`config.mk`:
```
export PLATFORM = sky130hd
export DESIGN_NAME = controlador_carro
export DESIGN_NICKNAME = d
export VERILOG_FILES = /design/src/rtl/controlador_carro.sv
export SDC_FILE = /design/constraint.sdc
export NUM_CORES = 1
export LEC_CHECK = 0
export ABC_AREA = 0
export CAP_MARGIN = 10
export CORE_UTILIZATION = 56
export CTS_CLUSTER_SIZE = 40
export DETAILED_ROUTE_END_ITERATION = 8
export PLACE_DENSITY = 0.8
export SLEW_MARGIN = 20
export SYNTH_ARGS = -nofsm -noshare
export SYNTH_HDL_FRONTEND = slang
export SYNTH_SLANG_ARGS = --single-unit
```
`constraint.sdc`:
```
create_clock -name iClk -period 5.9 [get_ports iClk]
set_input_delay 0.885 -clock iClk [delete_from_list [all_inputs] [get_ports iClk]]
set_output_delay 0.885 -clock iClk [all_outputs]
set_load 0.03 [all_outputs]
```
`src/rtl/controlador_carro.sv`:
```
// controlador_carro: game-side controller for one obstacle car. Spawns the car in a
// pseudo-random lane, steps it down one row per period, scores when it leaves the
// screen and parks it on collision. The step period shrinks as the level rises.
module controlador_carro #(
  parameter logic [19:0] PERIODO_INICIAL = 20'd833333,
  parameter logic [19:0] PERIODO_MIN     = 20'd2,
  parameter logic [19:0] PASO            = 20'd41666,
  parameter logic [7:0]  NIVEL_PUNTOS    = 8'd5,
  parameter logic [9:0]  CARRIL0         = 10'd160,
  parameter logic [9:0]  CARRIL1         = 10'd240,
  parameter logic [9:0]  CARRIL2         = 10'd320,
  parameter logic [9:0]  CARRIL3         = 10'd400,
  parameter logic [9:0]  PARQUEO_X       = 10'd639,
  parameter logic [8:0]  PARQUEO_Y       = 9'd0
) (
  input  logic       iClk,
  input  logic       iReset,
  input  logic       iStart,
  input  logic       iChoque,
  input  logic       iEnableCuenta,
  input  logic       iEnableCero,
  output logic [9:0] oPosicionX,
  output logic [8:0] oPosicionY,
  output logic [9:0] oPosicionAuxX,
  output logic [8:0] oPosicionAuxY,
  output logic       oEnable,
  output logic       oSuma,
  output logic       oSalto,
  output logic [7:0] oPuntaje,
  output logic [3:0] oNivel,
  output logic       oJugando
);

  typedef enum logic [1:0] {IDLE, CARGA, MUEVE, FIN} estado_t;

  estado_t     estado_q, estado_d;
  logic [7:0]  lfsr_q, lfsr_d;
  logic [19:0] contador_q, contador_d;
  logic [7:0]  puntaje_q, puntaje_d;
  logic [3:0]  nivel_q, nivel_d;
  logic [7:0]  pts_nivel_q, pts_nivel_d;
  logic [9:0]  pos_x_q, pos_x_d;
  logic        enable_q, enable_d;
  logic        suma_q, suma_d;
  logic        salto_q, salto_d;
  logic        jugando_q, jugando_d;

  logic [9:0]  carril;
  logic [23:0] reduccion;
  logic [19:0] periodo;

  // iEnableCero always arrives together with iEnableCuenta, so only the latter drives scoring
  logic unused_cero;
  assign unused_cero = iEnableCero;

  // Lane chosen by the two low LFSR bits
  always_comb begin
    carril = CARRIL0;
    case (lfsr_q[1:0])
      2'd0: carril = CARRIL0;
      2'd1: carril = CARRIL1;
      2'd2: carril = CARRIL2;
      default: carril = CARRIL3;
    endcase
  end

  // Step period for the current level, clamped to the floor before subtracting
  always_comb begin
    reduccion = 24'(nivel_q) * 24'(PASO);
    if ({4'd0, PERIODO_INICIAL} < reduccion + {4'd0, PERIODO_MIN}) begin
      periodo = PERIODO_MIN;
    end else begin
      periodo = PERIODO_INICIAL - reduccion[19:0];
    end
  end

  // Next-state logic: FSM, score/level bookkeeping and one-cycle pulses
  always_comb begin
    estado_d    = estado_q;
    lfsr_d      = {lfsr_q[6:0], lfsr_q[7] ^ lfsr_q[5] ^ lfsr_q[4] ^ lfsr_q[3]};
    contador_d  = contador_q;
    puntaje_d   = puntaje_q;
    nivel_d     = nivel_q;
    pts_nivel_d = pts_nivel_q;
    pos_x_d     = pos_x_q;
    enable_d    = 1'b0;
    suma_d      = 1'b0;
    salto_d     = 1'b0;
    case (estado_q)
      IDLE, FIN: begin
        if (iStart) begin
          estado_d    = CARGA;
          puntaje_d   = 8'd0;
          nivel_d     = 4'd0;
          pts_nivel_d = 8'd0;
        end
      end
      CARGA: begin
        enable_d   = 1'b1;
        pos_x_d    = carril;
        contador_d = 20'd0;
        estado_d   = MUEVE;
      end
      MUEVE: begin
        if (iChoque) begin
          salto_d  = 1'b1;
          estado_d = FIN;
        end else if (iEnableCuenta) begin
          estado_d = CARGA;
          if (puntaje_q != 8'd255) begin
            puntaje_d = puntaje_q + 8'd1;
            if (pts_nivel_q == NIVEL_PUNTOS - 8'd1) begin
              pts_nivel_d = 8'd0;
              if (nivel_q != 4'd15) begin
                nivel_d = nivel_q + 4'd1;
              end
            end else begin
              pts_nivel_d = pts_nivel_q + 8'd1;
            end
          end
        end else if (contador_q == periodo - 20'd1) begin
          suma_d     = 1'b1;
          contador_d = 20'd0;
        end else begin
          contador_d = contador_q + 20'd1;
        end
      end
      default: estado_d = IDLE;
    endcase
    jugando_d = (estado_d == CARGA) || (estado_d == MUEVE);
  end

  // State and registered outputs, synchronous reset overrides everything
  always_ff @(posedge iClk) begin
    if (iReset) begin
      estado_q    <= IDLE;
      lfsr_q      <= 8'hA5;
      contador_q  <= 20'd0;
      puntaje_q   <= 8'd0;
      nivel_q     <= 4'd0;
      pts_nivel_q <= 8'd0;
      pos_x_q     <= 10'd0;
      enable_q    <= 1'b0;
      suma_q      <= 1'b0;
      salto_q     <= 1'b0;
      jugando_q   <= 1'b0;
    end else begin
      estado_q    <= estado_d;
      lfsr_q      <= lfsr_d;
      contador_q  <= contador_d;
      puntaje_q   <= puntaje_d;
      nivel_q     <= nivel_d;
      pts_nivel_q <= pts_nivel_d;
      pos_x_q     <= pos_x_d;
      enable_q    <= enable_d;
      suma_q      <= suma_d;
      salto_q     <= salto_d;
      jugando_q   <= jugando_d;
    end
  end

  assign oPosicionX    = pos_x_q;
  assign oPosicionY    = 9'd0;
  assign oPosicionAuxX = PARQUEO_X;
  assign oPosicionAuxY = PARQUEO_Y;
  assign oEnable       = enable_q;
  assign oSuma         = suma_q;
  assign oSalto        = salto_q;
  assign oPuntaje      = puntaje_q;
  assign oNivel        = nivel_q;
  assign oJugando      = jugando_q;

endmodule

```
==> impl_metrics.tcl <==
set metrics [dict create \
    wl_um 10400 \
    synthTopCellsByArea "dfxtp_1 26%, ha_1 8.3%, buf_4 5.7%, nor2_1 4.8%, xor2_1 4.1%" \
    die_area_um2 8420 \
    drtIter0Drc 387 \
    ir_drop_v 0.000298 \
    worstPathRequired_ns 6.10 \
    crit_path_end_kind "register" \
    yosys.area_share.xor_xnor 0.0831 \
    arrival_ns 5.59 \
    outcome "finished clean" \
    h-tree-depth 3 \
    p_leak_nw 1.90 \
    synth_compound_gate_area_share 0.200 \
    pin_count 60 \
    ys_warn_count 0 \
    grt_pass1_vias 3716 \
    track_usage 0.251 \
    r2r_start "oNivel[2]" \
    io_buffer_count 25 \
    startpoint_type "register" \
    syn_avg_cell_area_um2 8.05 \
    pre_cts_ws_ns 0.632 \
    startpoint "oNivel[2]" \
    synthAdderAreaFrac 0.0876 \
    routabilityCongestion 0.931 \
    fin_crit_ns 5.38 \
    fill_cells 682 \
    seq_area_frac_synth 0.262 \
    drv_cap 0 \
    overflow 0 \
    synth-seq-cells 59 \
    die_w_um 91.8 \
    drv_slew 0 \
    fin_tns_setup_ns 0 \
    core_um2 7770 \
    grt_max_degree 29 \
    fin_total_pwr_mw 1.20 \
    num_rows 32 \
    min-delay-path-class "register to register" \
    vias_per_cell 6.04 \
    drt_pass1_iterations 5 \
    synth_top_family_by_area "simple AND/OR/NAND/NOR gates" \
    skew_ns 0.0125 \
    clkLatencyLatePin_ns 0.33 \
    tightest_slew_ns 0.971 \
    numCtsBuffers 9 \
    critPathKind "register to register" \
    start_util 0.581 \
    holdWs_ns 0.413 \
    cts.sinks 59 \
    max_freq_mhz 186 \
    yosysMostFrequentCell "dfxtp_1" \
    finalNetCount 611 \
    antenna_found_initial 0 \
    root_buffer "clkbuf_8" \
    cts_resized 0 \
    hpwl_um 7580 \
    relSlewSlack 0.351 \
    yosysUniqueCellTypes 81 \
    ys.flop_type "dfxtp_1" \
    critPathMaxFanout 14 \
    hold_viol 0 \
    period_share 0.913 \
    drc_errors 0 \
    syn_inst 561 \
    post_cts_buffers 0 \
    setup_violations 0 \
    synthMuxAreaShare 0.00887 \
    min_from "lfsr_q[6]" \
    clockBufferDepth 2 \
    ant_nets 0 \
    p_per_area_nw_per_um2 245 \
    yosys.area_share.simple 0.263 \
    n_antenna_cell 0 \
    rsz0062_at_grt "no" \
    yosysTopAreaCell "dfxtp_1" \
    vias 4098 \
    synth_top_cell_area_share 0.262 \
    ys_top_cells_by_count "59 x dfxtp_1, 58 x nor2_1, 39 x nand2_1" \
    netlist_area_um2 4510 \
    drive_gt1_frac 0.0676 \
    cts.reportedPaths.clkPinSlew_ns 0.06 \
    fin_ws_ns 0.516 \
    die_h_um 91.8 \
    grt_first_pass_wirelength_um 17300 \
    synth_edf_count 0 \
    holdBufCountCts 0 \
    cts_tree "built" \
    wire_per_inst_um 15.3 \
    syn2layout_area_growth_pct 8.04 \
    async_flop_share 0 \
]
==> final cells by class <==
| cell class | instances | area (um2) | area share |
|---|---|---|---|
| clock buffer | 12 | 165 | 0.0339 |
| clock inverter | 2 | 35.0 | 0.00718 |
| inverter | 19 | 71.3 | 0.0146 |
| multi-input combinational | 458 | 3030 | 0.622 |
| sequential | 59 | 1180 | 0.242 |
| tap | 102 | 128 | 0.0262 |
| timing repair buffer | 27 | 265 | 0.0544 |
==> per-stage QoR <==
| stage | cell area (um2) | util | instances |
|---|---|---|---|
| 3_3_place_gp | 4670 | 0.601 | 665 |
| 5_1_grt | 4880 | 0.628 | 679 |
| 2_1_floorplan | 4630 | - | 592 |
| 4_1_cts | 4870 | 0.627 | 679 |
| 3_5_place_dp | 4670 | 0.601 | 665 |
| 6_report | 4880 | 0.628 | 679 |
==> worst max-delay path, cell delays in order, from the launching register on <==
cell      delay [ns]
dfxtp_1         0.53
inv_1           0.16
ha_1            0.30
inv_1           0.05
fa_1            0.40
ha_1            0.38
and3_4          0.21
a221o_1         0.38
and2_1          0.19
a31oi_1         0.59
a21boi_0        0.19
nor4_1          0.39
xor2_1          0.14
or4_1           0.83
o21ai_4         0.38
o32ai_1         0.12
==> power breakdown <==
group          leakage (nW)  internal (mW)  switching (mW)
sequential            0.480          0.433          0.0255
combinational          1.32          0.123           0.240
clock                 0.104          0.224           0.149
total                  1.90          0.780           0.415
==> worst paths after layout <==
kind | cells past startpoint | end | slack [ns]
max | 15 | contador_q[6] | 0.52
min | 1 | lfsr_q[7] | 0.41
max reg2reg | 15 | contador_q[6] | 0.52
min reg2reg | 1 | lfsr_q[7] | 0.41
==> kinds of logic after synthesis <==
group           count (synthesis)
mux                             4
buf+inv                        75
fa+ha+maj                      31
simple gates                  226
xor+xnor                       42
other cells                     2
flops                          59
compound gates                122
==> flip-flops by register name (all words and copies together), names as in the netlist, 2 cells and up <==
name	cells
contador_q	20
lfsr_q	8
oPuntaje	8
pts_nivel_q	8
oPosicionX	5
oNivel	4
estado_q	2
==> layer usage <==
| layer | track usage | vias up | wire length [um] |
|---|---|---|---|
| li1 | - | 1975 | - |
| met3 | 0.0448 | 29 | 683 |
| met4 | 0.0859 | 0 | 227 |
| met2 | 0.412 | 189 | 4770 |
| met5 | 0 | - | 0 |
| met1 | 0.332 | 1905 | 4700 |
==> cells in the final DEF (no fill, tap or decap), types with 3 or more instances in the layout <==
cell             count
a21oi_1             24
inv_1               19
nor2b_1              7
and2_1               9
a21o_1               4
conb_1              33
and4_1               3
nor3_1              12
nand4b_1             3
o21ai_1             10
and3_1              15
o2111ai_1            4
clkdlybuf4s50_1     25
or4_1                4
nand4_1             19
or3_1                6
a211oi_1             5
mux2i_1              4
xnor2_1             20
o22ai_1              5
xor2_1              21
nand2_1             39
nand2b_1             9
a21boi_0             3
or2_2                5
nor4_1               3
a31oi_1              4
dfxtp_1             59
ha_1                30
nand3_1             20
clkbuf_8            12
nor2_1              58
o21ai_0             19
nand3b_1             3
o31ai_1              3
a221o_1              3
o211ai_1             3
Power figures use the tool's default switching activity.
